`config.mk`:
```
export PLATFORM = sky130hd
export DESIGN_NAME = dp_ctrl_fsm
export DESIGN_NICKNAME = d
export VERILOG_FILES = /design/src/rtl/dp_ctrl_fsm.sv
export SDC_FILE = /design/constraint.sdc
export NUM_CORES = 1
export LEC_CHECK = 0
export ABC_AREA = 1
export CAP_MARGIN = 20
export CELL_PAD_IN_SITES_DETAIL_PLACEMENT = 1
export CELL_PAD_IN_SITES_GLOBAL_PLACEMENT = 2
export CORE_MARGIN = 4
export CORE_UTILIZATION = 26
export CTS_CLUSTER_DIAMETER = 80
export CTS_CLUSTER_SIZE = 10
export DETAILED_ROUTE_END_ITERATION = 8
export GPL_TIMING_DRIVEN = 1
export PLACE_DENSITY_LB_ADDON = 0.1
export SYNTH_ARGS = -nofsm -noshare
export SYNTH_HDL_FRONTEND = slang
export SYNTH_SLANG_ARGS = --single-unit
```
`constraint.sdc`:
```
create_clock -name i_clk -period 4.42 [get_ports i_clk]
set_input_delay 0.884 -clock i_clk [delete_from_list [all_inputs] [get_ports i_clk]]
set_output_delay 0.884 -clock i_clk [all_outputs]
set_load 0.01 [all_outputs]
```
`src/rtl/dp_ctrl_fsm.sv`:
```
// Multi-cycle control unit for the ARM data-processing datapath: handshake fetch with timeout,
// condition evaluation, DP0/DP1/DP2 decode and FETCH->CHECK->DECODE->EXEC->WB sequencing.
module dp_ctrl_fsm #(
   parameter int PC_W    = 6,
   parameter int PC_STEP = 1,
   parameter int TIMEOUT = 15
) (
   input  logic            i_clk,
   input  logic            i_rst,
   input  logic            i_fetch_ack,
   input  logic [31:0]     i_fetch_data,
   input  logic [3:0]      i_nzcv,
   output logic            o_fetch_req,
   output logic [PC_W-1:0] o_pc,
   output logic [31:0]     o_ir,
   output logic            o_la,
   output logic            o_lb,
   output logic            o_lc,
   output logic            o_lf,
   output logic            o_s_en,
   output logic            o_write_reg,
   output logic            o_rm_imm_s,
   output logic [1:0]      o_rs_imm_s,
   output logic [3:0]      o_alu_op,
   output logic [2:0]      o_shift_op,
   output logic            o_und_trap,
   output logic            o_timeout_err,
   output logic            o_busy
);

   localparam int CNT_W = (TIMEOUT < 2) ? 1 : $clog2(TIMEOUT + 1);

   typedef enum logic [2:0] {
      S_IDLE   = 3'd0,
      S_FETCH  = 3'd1,
      S_CHECK  = 3'd2,
      S_TRAP   = 3'd3,
      S_DECODE = 3'd4,
      S_EXEC   = 3'd5,
      S_WB     = 3'd6,
      S_ERR    = 3'd7
   } state_t;

   // Format code doubles as the shift-amount select value for the three legal formats.
   typedef enum logic [1:0] {
      F_DP0 = 2'd0,
      F_DP1 = 2'd1,
      F_DP2 = 2'd2,
      F_UND = 2'd3
   } fmt_t;

   function automatic logic cond_pass(input logic [3:0] cond, input logic [3:0] flags);
      logic n, z, c, v, ok;
      {n, z, c, v} = flags;
      case (cond)
         4'h0:    ok = z;
         4'h1:    ok = ~z;
         4'h2:    ok = c;
         4'h3:    ok = ~c;
         4'h4:    ok = n;
         4'h5:    ok = ~n;
         4'h6:    ok = v;
         4'h7:    ok = ~v;
         4'h8:    ok = c & ~z;
         4'h9:    ok = ~c | z;
         4'hA:    ok = (n == v);
         4'hB:    ok = (n != v);
         4'hC:    ok = ~z & (n == v);
         4'hD:    ok = z | (n != v);
         4'hE:    ok = 1'b1;
         default: ok = 1'b0;
      endcase
      return ok;
   endfunction

   function automatic fmt_t decode_fmt(input logic [31:0] ir);
      fmt_t f;
      if (ir[15:12] == 4'hF) begin
         f = F_UND;
      end else begin
         case (ir[27:25])
            3'b000:  f = ir[4] ? (ir[7] ? F_UND : F_DP1) : F_DP0;
            3'b001:  f = F_DP2;
            default: f = F_UND;
         endcase
      end
      return f;
   endfunction

   state_t            r_state;
   state_t            w_state_nxt;
   logic [PC_W-1:0]   r_pc;
   logic [31:0]       r_ir;
   logic [CNT_W-1:0]  r_cnt;
   logic [CNT_W-1:0]  w_cnt_inc;
   logic              w_accept;
   logic              w_timeout_hit;
   logic              w_cond_ok;
   fmt_t              w_fmt;
   logic              w_sel_hold;
   logic [3:0]        w_alu_op;
   logic [2:0]        w_shift_op;

   logic r_fetch_req, r_la, r_lb, r_lc, r_lf, r_s_en, r_write_reg;
   logic r_rm_imm_s, r_und_trap, r_timeout_err, r_busy;
   logic [1:0] r_rs_imm_s;

   assign w_fmt         = decode_fmt(r_ir);
   assign w_cond_ok     = cond_pass(r_ir[31:28], i_nzcv);
   assign w_cnt_inc     = r_cnt + CNT_W'(1);
   assign w_accept      = (r_state == S_FETCH) && i_fetch_ack;
   assign w_timeout_hit = (TIMEOUT != 0) && (w_cnt_inc == CNT_W'(TIMEOUT));
   assign w_sel_hold    = (w_state_nxt == S_EXEC) || (w_state_nxt == S_WB);

   // Next-state logic; an ack in the last allowed wait cycle is accepted rather than timed out.
   always_comb begin
      w_state_nxt = r_state;
      case (r_state)
         S_IDLE: w_state_nxt = S_FETCH;
         S_FETCH: begin
            if (i_fetch_ack) begin
               w_state_nxt = S_CHECK;
            end else if (w_timeout_hit) begin
               w_state_nxt = S_ERR;
            end else begin
               w_state_nxt = S_FETCH;
            end
         end
         S_CHECK: begin
            if (!w_cond_ok) begin
               w_state_nxt = S_FETCH;
            end else if (w_fmt == F_UND) begin
               w_state_nxt = S_TRAP;
            end else begin
               w_state_nxt = S_DECODE;
            end
         end
         S_TRAP:   w_state_nxt = S_FETCH;
         S_DECODE: w_state_nxt = S_EXEC;
         S_EXEC:   w_state_nxt = S_WB;
         S_WB:     w_state_nxt = S_FETCH;
         S_ERR:    w_state_nxt = S_ERR;
         default:  w_state_nxt = S_IDLE;
      endcase
   end

   // State, program counter, instruction register and fetch wait counter.
   always_ff @(posedge i_clk or posedge i_rst) begin
      if (i_rst) begin
         r_state <= S_IDLE;
         r_pc    <= '0;
         r_ir    <= 32'h0000_0000;
         r_cnt   <= '0;
      end else begin
         r_state <= w_state_nxt;
         if (w_accept) begin
            r_ir <= i_fetch_data;
            r_pc <= r_pc + PC_W'(PC_STEP);
         end else begin
            r_ir <= r_ir;
            r_pc <= r_pc;
         end
         if ((r_state == S_FETCH) && !i_fetch_ack) begin
            r_cnt <= w_cnt_inc;
         end else begin
            r_cnt <= '0;
         end
      end
   end

   // Strobes are registered from the next state, so each is high exactly while in its state.
   always_ff @(posedge i_clk or posedge i_rst) begin
      if (i_rst) begin
         r_fetch_req   <= 1'b0;
         r_la          <= 1'b0;
         r_lb          <= 1'b0;
         r_lc          <= 1'b0;
         r_lf          <= 1'b0;
         r_s_en        <= 1'b0;
         r_write_reg   <= 1'b0;
         r_rm_imm_s    <= 1'b0;
         r_rs_imm_s    <= 2'd0;
         r_und_trap    <= 1'b0;
         r_timeout_err <= 1'b0;
         r_busy        <= 1'b0;
      end else begin
         r_fetch_req   <= (w_state_nxt == S_FETCH);
         r_la          <= (w_state_nxt == S_DECODE);
         r_lb          <= (w_state_nxt == S_DECODE);
         r_lc          <= (w_state_nxt == S_DECODE);
         r_lf          <= (w_state_nxt == S_EXEC);
         r_s_en        <= (w_state_nxt == S_EXEC) && r_ir[20];
         r_write_reg   <= (w_state_nxt == S_WB) && (r_ir[24:23] != 2'b10);
         r_rm_imm_s    <= w_sel_hold && (w_fmt == F_DP2);
         r_rs_imm_s    <= w_sel_hold ? 2'(w_fmt) : 2'd0;
         r_und_trap    <= (w_state_nxt == S_TRAP);
         r_timeout_err <= (w_state_nxt == S_ERR);
         r_busy        <= (w_state_nxt != S_IDLE) && (w_state_nxt != S_ERR);
      end
   end

   // Compare/test opcodes are remapped onto the plain ALU ops they perform.
   always_comb begin
      w_alu_op = r_ir[24:21];
      if (r_ir[24:23] == 2'b10) begin
         case (r_ir[22:21])
            2'b00:   w_alu_op = 4'b0000;
            2'b01:   w_alu_op = 4'b0001;
            2'b10:   w_alu_op = 4'b0010;
            2'b11:   w_alu_op = 4'b0100;
            default: w_alu_op = 4'b0000;
         endcase
      end else begin
         w_alu_op = r_ir[24:21];
      end
   end

   // Shifter opcode: rotate-immediate for DP2, otherwise shift type plus register-amount flag.
   always_comb begin
      w_shift_op = 3'b000;
      if (w_fmt == F_DP2) begin
         w_shift_op = 3'b111;
      end else begin
         w_shift_op = {r_ir[6:5], (w_fmt == F_DP1)};
      end
   end

   assign o_fetch_req   = r_fetch_req;
   assign o_pc          = r_pc;
   assign o_ir          = r_ir;
   assign o_la          = r_la;
   assign o_lb          = r_lb;
   assign o_lc          = r_lc;
   assign o_lf          = r_lf;
   assign o_s_en        = r_s_en;
   assign o_write_reg   = r_write_reg;
   assign o_rm_imm_s    = r_rm_imm_s;
   assign o_rs_imm_s    = r_rs_imm_s;
   assign o_alu_op      = w_alu_op;
   assign o_shift_op    = w_shift_op;
   assign o_und_trap    = r_und_trap;
   assign o_timeout_err = r_timeout_err;
   assign o_busy        = r_busy;

endmodule
```
==> run metrics <==
initial antenna violation count 0; syn nets 349; Switch Pwr 965 uW; proportion of layout cells with a drive suffix above 1 6.23%; crit-path cells nor2_1, nand3_1, ha_1, or2_2, clkdlybuf4s50_1; Fin. Hold Viols 0; DR pass1 iterations 3; Post-Syn Area 2560 um2; slowest library cell on the worst path clkdlybuf4s50_1; NumNets Final 444; VDD IR-drop max 232 uV; WL/cell 13.4 um; postcts setup bufs 0; Worst Setup Path Type reg -> out; Finish-stage setup viols 0; Core Util, Final 39.6%; via density per instance 4.15; Clk pin slew, worst setup/hold paths 0.10 ns; Port Buffers 96; CP Launch Type register; Max Freq 331 MHz; Die X 107 um; core area 9420 um2; post-synthesis cell count 305; antenna cells 0; Leak 1.81 nW; #FFs+latches synth 56; Seq/Total Area, Yosys 54.8%; Total Routing Usage GR 13.3%; critical path depth in cells 5; RSZ-0062 raised after global routing false; max-cap viol count 0; largest net degree at the start of global routing 34; Power Density 654 nW/um2; Internal Power 1.47 mW; Slew Limit Fails 0; die height 107 um; Worst-Skew Late Latency 0.31 ns; post-synth top area cell dfrtp_1; r2r worst-path depth 9; maximum buffer depth of the clock tree 2; DRC 0; Hold Path Class reg -> reg; Setup WS post-layout 1.40 ns; Least-Margin Pin Slew 0.716 ns; Initial Utilization 27.2%; number of flops mapped to enable cells by yosys 0; GRT overflow 0; placed standard-cell area 3630 um2; crit-path max FO 3; minimum clock period after layout 3.02 ns; clock buffer count from CTS 5; Detailed Place HPWL 5450 um; final WL 7100 um; Resized cells post-CTS 0; clock power share 12.1%; Synth area leaders dfrtp_1 55%, nand2_1 17%, inv_1 5.1%; design area 3730 um2; CP Capture Type primary output; first-pass GRT wire length 12,100 um; RD Place Congestion 0.754; area growth from synthesis to layout 45.7%; Iter 0 DRT Violations 51; most common cell in the synthesized netlist nand2_1; number of cells on the worst hold path 2; normalized max-slew margin 52.2%; FP Rows 35; Via Count 2,201; CTS tree built; Routed Antenna Nets 0; CTS Hold Bufs 0; status finished, final reports clean; die area 11,500 um2; Top FF cell, synth dfrtp_1; period utilization 68.4%; Flop pwr share 36.7%; Boundary Pins 97; Top Family by Delay on Critical Path simple AND/OR/NAND/NOR gates; Placement Setup Slack 1.41 ns; CTS HTree Levels 2; YS warnings 0; setup TNS 0 ns; commonest cells in the netlist 114 x nand2_1, 56 x dfrtp_1, 35 x inv_1, 17 x nor2_1; placed cell count 522; fraction of power spent switching nets 39.6%; Comb power frac 51.2%; max reg flops 32; CTS Root Cell clkbuf_8; vias in the first global route 2,434; Avg Cell Area, Syn 8.39 um2; post-synthesis cell type count 25; asr flop ratio synth 100%; Post-Layout Cell Count 530; Yosys top cell area share 54.8%; clock skew 0.00534 ns; Crit path arrival time 2.14 ns; TritonCTS Sinks 56; Req. time, crit path 3.54 ns; delay of the slowest critical-path stage 0.49 ns; Bufs and invs on worst path 1
kinds of logic after synthesis:
kind of cell / synth area share, %
simple gates: 27.3
xor+xnor: 2.40
flops: 54.8
fa+ha+maj: 2.44
buf+inv: 8.46
compound gates: 4.60
power groups by stage:
stage	Clock (mW)	Combinational, mW	Sequential, mW
6_report	0.295	1.25	0.895
5_1_grt	0.329	1.41	0.938
4_1_cts	0.310	1.29	0.902
3_5_place_dp	0	1.28	0.909
3_3_place_gp	0	1.27	0.904
2_1_floorplan	0	0.549	0.958
worst min-delay path, cell delays in order (launching register included):
cell     delay, ns
dfrtp_1       0.35
nand2_1       0.06
nand2_1       0.04
cells in the final DEF (no fill, tap or decap), types with 2 or more instances in the layout:
| cell type | Yosys | routed |
|---|---|---|
| inv_1 | 35 | 34 |
| nor2_1 | 17 | 17 |
| nand2_1 | 114 | 114 |
| or2_2 | 2 | 2 |
| dfrtp_1 | 56 | 56 |
| nand4_1 | 3 | 3 |
| buf_4 | 5 | 2 |
| nor2_4 | 3 | 3 |
| o21ai_0 | 16 | 16 |
| a21oi_1 | 3 | 3 |
| nand3_2 | 2 | 2 |
| clkbuf_8 | 0 | 6 |
| inv_2 | 5 | 6 |
| nor3_1 | 2 | 2 |
| nand2_2 | 2 | 2 |
| clkdlybuf4s50_1 | 0 | 96 |
| a21boi_0 | 2 | 2 |
| xnor2_1 | 5 | 5 |
| ha_1 | 5 | 5 |
| nand3_1 | 16 | 16 |
| xor2_1 | 2 | 2 |
worst paths after layout:
kind	slack, ns	start	to
max in group asynchronous	2.62	i_rst	o_ir[25]$_DFFE_PP0P_
worst min register to register	0.48	o_ir[11]$_DFFE_PP0P_	o_ir[11]$_DFFE_PP0P_
worst max-delay path	1.40	o_ir[26]$_DFFE_PP0P_	o_shift_op[1]
worst max register to register	2.26	r_state[0]$_DFF_PP0_	o_ir[9]$_DFFE_PP0P_
worst min-delay path	0.48	o_ir[11]$_DFFE_PP0P_	o_ir[11]$_DFFE_PP0P_
min in group asynchronous	0.99	i_rst	o_timeout_err$_DFF_PP0_
metal layers:
metal / part of all wire [%] / global-route usage (%) / up-vias
li1: - / - / 1114
met1: 45 / 17.2 / 1030
met2: 49 / 22.1 / 50
met3: 5.4 / 3.43 / 7
met4: 0.97 / 3.29 / 0
met5: 0 / 0 / -
final cells by class:
cell class,instances,area [um2]
fillers,1131,5690
repair buffers,98,976
inverters,41,154
multi-input cells,198,941
clock inverters,1,7.51
well taps,129,161
flip-flops and latches,56,1400
clock buffers,7,86.3
through the flow:
step           hold WS, ns  total power, mW
3_5_place_dp         0.465             2.19
5_1_grt              0.508             2.68
3_3_place_gp         0.457             2.17
4_1_cts              0.485             2.50
2_1_floorplan        0.450             1.51
6_report             0.480             2.44
Note: power is estimated with default switching activity, not from simulation.
